$ cat config.mk
export PLATFORM = sky130hd
export DESIGN_NAME = reset_sequencer
export DESIGN_NICKNAME = d
export VERILOG_FILES = /design/src/rtl/reset_seq_pkg.sv /design/src/rtl/reset_sequencer_counter.sv /design/src/rtl/reset_sequencer.sv
export SDC_FILE = /design/constraint.sdc
export NUM_CORES = 1
export LEC_CHECK = 0
export CAP_MARGIN = 20
export CORE_ASPECT_RATIO = 1.2
export CORE_UTILIZATION = 35
export CTS_BUF_LIST = sky130_fd_sc_hd__clkbuf_16
export DETAILED_ROUTE_END_ITERATION = 7
export PLACE_DENSITY_LB_ADDON = 0.08
export SYNTH_ARGS = -nofsm -noshare
export SYNTH_HDL_FRONTEND = slang
export SYNTH_SLANG_ARGS = --single-unit
$ cat constraint.sdc
create_clock -name clk -period 1.7 [get_ports clk]
set_input_delay 0.34 -clock clk [delete_from_list [all_inputs] [get_ports clk]]
set_output_delay 0.34 -clock clk [all_outputs]
set_load 0.1 [all_outputs]
$ cat src/rtl/reset_seq_pkg.sv
// Shared types and defaults for the domain reset sequencer.
// Reused by the per-domain reset normalizer instantiations.
package reset_seq_pkg;

    typedef enum logic [1:0] {
        ASSERT    = 2'd0,
        WAIT_INIT = 2'd1,
        READY     = 2'd2,
        ERROR     = 2'd3
    } seq_state_e;

    localparam int SEQ_COUNT_W        = 8;
    localparam int DEF_ASSERT_CYCLES  = 32;
    localparam int DEF_TIMEOUT_CYCLES = 1024;

    // Counter width able to hold 0..n-1, never narrower than one bit.
    function automatic int cnt_width(input int n);
        return (n > 1) ? $clog2(n) : 1;
    endfunction

endpackage

$ cat src/rtl/reset_sequencer_counter.sv
// seq_cycle_counter: clear-to-zero cycle counter with terminal flag.
// tc is high while the count equals TERM-1.
module seq_cycle_counter
    import reset_seq_pkg::*;
#(
    parameter int TERM = 32
) (
    input  logic clk,
    input  logic resetn,
    input  logic load,
    input  logic en,
    output logic tc
);

    localparam int W = cnt_width(TERM);

    logic [W-1:0] count;

    // Load returns the count to zero and wins over counting.
    always_ff @(posedge clk) begin
        if (!resetn) begin
            count <= '0;
        end else if (load) begin
            count <= '0;
        end else if (en) begin
            count <= count + W'(1);
        end
    end

    assign tc = (count == W'(TERM - 1));

endmodule

$ cat src/rtl/reset_sequencer.sv
// Reset sequencer: timed domain reset pulse, init wait, ready flag.
// RESET_SEQ_AUTO_RETRY_EN adds automatic retries and retry_cnt.
module reset_sequencer
    import reset_seq_pkg::*;
#(
    parameter int N_DOMAINS      = 4,
    parameter int ASSERT_CYCLES  = DEF_ASSERT_CYCLES,
    parameter int TIMEOUT_CYCLES = DEF_TIMEOUT_CYCLES,
    parameter int MAX_RETRIES    = 3
) (
    input  logic                   clk,
    input  logic                   resetn,
    input  logic                   req_reset,
    input  logic [N_DOMAINS-1:0]   init_done,
    output logic                   domain_resetn,
    output logic                   busy,
    output logic                   sys_ready,
    output logic                   timeout_err,
`ifdef RESET_SEQ_AUTO_RETRY_EN
    output logic [cnt_width(MAX_RETRIES+1)-1:0] retry_cnt,
`endif
    output logic [SEQ_COUNT_W-1:0] seq_count
);

    localparam int RETRY_W = cnt_width(MAX_RETRIES + 1);

`ifdef RESET_SEQ_AUTO_RETRY_EN
    localparam bit AUTO_RETRY = 1'b1;
`else
    localparam bit AUTO_RETRY = 1'b0;
`endif

    seq_state_e         state_q;
    seq_state_e         state_d;
    logic               a_tc;
    logic               t_tc;
    logic               cnt_load;
    logic               to_err;
    logic               do_retry;
    logic               retry_ok;
    logic               enter_ready;
    logic [RETRY_W-1:0] retry_q;

    // Both counters restart from zero on every state change.
    assign cnt_load = (state_d != state_q);

    seq_cycle_counter #(
        .TERM (ASSERT_CYCLES)
    ) u_assert_cnt (
        .clk    (clk),
        .resetn (resetn),
        .load   (cnt_load),
        .en     (state_q == ASSERT),
        .tc     (a_tc)
    );

    seq_cycle_counter #(
        .TERM (TIMEOUT_CYCLES)
    ) u_timeout_cnt (
        .clk    (clk),
        .resetn (resetn),
        .load   (cnt_load),
        .en     (state_q == WAIT_INIT),
        .tc     (t_tc)
    );

    assign retry_ok = AUTO_RETRY &&
                      (retry_q != RETRY_W'(MAX_RETRIES));

    // Next state; a restart request beats completion and timeout.
    always_comb begin
        state_d  = state_q;
        to_err   = 1'b0;
        do_retry = 1'b0;
        unique case (state_q)
            ASSERT: begin
                if (a_tc) state_d = WAIT_INIT;
            end
            WAIT_INIT: begin
                if (req_reset) begin
                    state_d = ASSERT;
                end else if (&init_done) begin
                    state_d = READY;
                end else if (t_tc) begin
                    if (retry_ok) begin
                        state_d  = ASSERT;
                        do_retry = 1'b1;
                    end else begin
                        state_d = ERROR;
                        to_err  = 1'b1;
                    end
                end
            end
            READY: begin
                if (req_reset) state_d = ASSERT;
            end
            ERROR: begin
                if (req_reset) state_d = ASSERT;
            end
            default: state_d = ASSERT;
        endcase
    end

    assign enter_ready = (state_d == READY) && (state_q != READY);

    // State register and registered domain reset.
    always_ff @(posedge clk) begin
        if (!resetn) begin
            state_q       <= ASSERT;
            domain_resetn <= 1'b0;
        end else begin
            state_q       <= state_d;
            domain_resetn <= (state_d != ASSERT);
        end
    end

    // Sticky timeout flag, dropped by the request that leaves ERROR.
    always_ff @(posedge clk) begin
        if (!resetn) begin
            timeout_err <= 1'b0;
        end else if (to_err) begin
            timeout_err <= 1'b1;
        end else if (req_reset && state_q == ERROR) begin
            timeout_err <= 1'b0;
        end
    end

    // Completed-sequence count, saturating at all ones.
    always_ff @(posedge clk) begin
        if (!resetn) begin
            seq_count <= '0;
        end else if (enter_ready && seq_count != '1) begin
            seq_count <= seq_count + SEQ_COUNT_W'(1);
        end
    end

    // Retry count; stays at zero when auto retry is not built in.
    always_ff @(posedge clk) begin
        if (!resetn) begin
            retry_q <= '0;
        end else if (enter_ready ||
                     (req_reset && state_q != ASSERT)) begin
            retry_q <= '0;
        end else if (do_retry) begin
            retry_q <= retry_q + RETRY_W'(1);
        end
    end

`ifdef RESET_SEQ_AUTO_RETRY_EN
    assign retry_cnt = retry_q;
`endif

    assign busy      = (state_q == ASSERT) || (state_q == WAIT_INIT);
    assign sys_ready = (state_q == READY);

endmodule
==> metrics <==
max_cap viols=0; crit path DAT=~1.9 ns; Hold WC Path Type=primary input to flop; pre-CTS setup slack=-0.2635 ns; violated checks=negative setup slack; post-synth top area share=roughly 43%; cells after synthesis=144; Clock Tree Root=clkbuf_16; syn_area_per_cell=between 8 and 9 sq um; Post-Layout Cell Count=about 220; P&R area growth vs syn=58.00%; Max transition margin=between 70 and 80%; number of global-route vias before repair=1131; Routability Congestion=about 0.78; Top Family by Delay on Critical Path=simple AND/OR/NAND/NOR gates; Sum Neg Setup Slack=-0.2417 ns; fillers=between 300 and 400; syn_nets=155; utilization of the core after routing=just under 60%; DRT antenna net count=0; IO Port Bufs=18; DP Wirelength=2226 um; die span in x=56.91 um; CP Launch Type=flop; Final WS setup=-0.03458 ns; fin crit share=102.0%; Ant. Diodes=0; H-tree depth=1; status=finished, violations left; Cell Area, Synth=around 1300 sq um; max-slew violations=0; Worst path slowest cell=dfxtp_2; pin count of the biggest net entering global routing=15; share of cells above drive strength 1=roughly two fifths; CP dominant cell by count=ha_4; Detailed Routing Iterations Pass 1=4; worst-skew pair later-pin latency=between 0.2 and 0.3 ns; crit-path cells=ha_4, and3_4, ha_4, or3_1, o21ai_1, o211ai_2, buf_6, nor2_1; final hold violations=0; first-pass GRT wire length=5002 um; GRT busiest layer=met2; grt met3 use=roughly 2.1%; Hold WS=0.4993 ns; crit end category=flop; WP data required=1.89 ns; Synth area leader=dfxtp_1; M2 GR Usage=31.62%; via/cell ratio=between 5 and 6; Avg WL per Cell=about 14 um; Initial DRC Count=32; placed cells=about 210; I/O pin cnt=19; CP max stage delay=~0.34 ns; CORE AREA=3396 sq um; CTS clk-pin slew, worst paths=0.07 ns; pin slew with the least headroom to its limit=~0.35 ns; Max Clk Rate=approximately 580 MHz; RSZ-0062 raised after global routing=yes; Async SR Flop Fraction=0%; Pwr Density=619.3 nW/um^2; Layout Skew=approximately 0.0033 ns; M1 GR Usage=around a fifth; Yosys warnings=0; Peak VDD IR=between 300 and 400 uV; Leak Pwr=about 0.73 nW; via count=between 1000 and 1500; Detailed Route WL=around 3100 um; Initial Utilization=about 37%; Total GRT Usage=~17%; Worst Path Buf+Inv=1; Sink Count=27; Row Count=23; cts bufs inserted=3; Die Y=about 68 um; DRC viols=0; gr ovfl total=0; library cells used by synthesis=36; Synth area leaders=dfxtp_1 43%, xor2_1 7.6%, nor2_1 5.3%; Seq cells post-synth=27; fin crit period=~1.7 ns; Synth Flop Type=dfxtp_1; Clock Path Buffers=2; post-synthesis sequential area ratio=between 40% and 50%; EDFF count, synth=0; initial antenna violation count=0; die area=just under 4000 sq um; Final setup viols=13; nets=slightly below 200; Critical Path Fanout Max=5; critical path type=flop to flop; CTS tree=built
## cell families (layout without fill, tap and decap cells)
logic type      after synthesis  after routing  share of synthesized area [%]
xor+xnor                     13             13                          8.992
fa+ha+maj                     4              4                          3.953
flops                        27             27                          42.69
mux                           2              2                          1.581
buf+inv                      12             49                          4.051
compound gates               22             22                          11.17
simple gates                 64             64                          27.57
## registers in the layout (all words and copies together) (netlist names)
signal	flops
domain_resetn	1
seq_count	8
state_q	2
timeout_err	1
u_assert_cnt.count	5
u_timeout_cnt.count	10
## layout make-up
cell class                 instances  area [sq um]  area share, %
timing repair buffer              40         483.0          24.14
clock buffer                       3         75.07          3.752
sequential                        27         564.3          28.21
clock inverter                     1         3.754         0.1876
multi-input combinational        105         805.8          40.28
inverter                           5         22.52          1.126
tap                               37         46.29          2.314
## final timing paths
kind	start	end	slack, ns	cells past startpoint
max	u_assert_cnt.count[0]$_SDFFE_PP0P_	u_assert_cnt.count[0]$_SDFFE_PP0P_	-0.03	8
min	req_reset	state_q[1]$_SDFF_PN0_	0.50	3
max reg2reg	u_assert_cnt.count[0]$_SDFFE_PP0P_	u_assert_cnt.count[0]$_SDFFE_PP0P_	-0.03	8
min reg2reg	timeout_err$_SDFFE_PN0P_	timeout_err$_SDFFE_PN0P_	0.50	2
## cells in the mapped netlist, drive strengths merged (3+ instances only)
| library cell | number |
|---|---|
| and3 | 4 |
| inv | 4 |
| nand2 | 8 |
| nand3 | 8 |
| o21ai | 6 |
| clkbuf | 3 |
| ha | 4 |
| and4 | 3 |
| buf | 4 |
| dfxtp | 27 |
| or3 | 3 |
| xor2 | 11 |
| nand4 | 8 |
| a21oi | 7 |
| and2 | 3 |
| nor2 | 18 |
## power by group
| group | total (mW) | switching [mW] | leakage [nW] | internal (mW) |
|---|---|---|---|---|
| clock network | 0.524 | 0.209 | 0.0423 | 0.315 |
| registers | 0.639 | 0.00628 | 0.224 | 0.633 |
| logic | 0.0760 | 0.0351 | 0.468 | 0.0409 |
| total | 1.24 | 0.250 | 0.734 | 0.989 |
## worst reg2reg max path, stage by stage, from the launching register on
cell and delay, ns:
dfxtp_2 0.34, ha_4 0.16, and3_4 0.18, ha_4 0.15, or3_1 0.31, o21ai_1 0.11
o211ai_2 0.15, buf_6 0.17, nor2_1 0.10
## layout by cell type (no fill, tap or decap), types with 2 or more instances in the layout
master and count:
a21oi_1 4, a21oi_2 3, and2_1 3, and3_1 3
and4_1 2, buf_12 12, buf_4 18, buf_6 4
clkbuf_16 3, clkdlybuf4s50_1 5, dfxtp_1 16, dfxtp_2 7
dfxtp_4 4, ha_4 3, inv_1 4, mux2i_1 2
nand2_1 8, nand3_1 8, nand4_1 8, nor2_1 9
nor2_2 3, nor2_4 6, nor3_1 2, nor4_1 2
o21ai_0 4, o21ai_1 2, or3_1 3, xnor2_1 2
xor2_1 11
## what timing repair did
item                                    CTS  global route
hold buffers                              0             0
resized for setup                        14            21
endpoints found under the setup margin   15            20
pin swaps                                 3            14
gates cloned                              1             0
setup buffers                             0             1
## metrics by stage
step | power (mW) | instance area [sq um]
after detailed placement | 0.7110 | 1783
after floorplan | 0.6718 | 1328
after global placement | 0.7086 | 1783
final | 1.239 | 2001
after CTS | 1.244 | 1914
after global routing | 1.290 | 2001
## per-layer routing
metal | wire [um] | vias up
li1 | - | 589
met1 | 1336 | 546
met2 | 1655 | 12
met3 | 69 | 2
met4 | 10 | 0
met5 | 0 | -
Note: power is estimated with default switching activity, not from simulation.
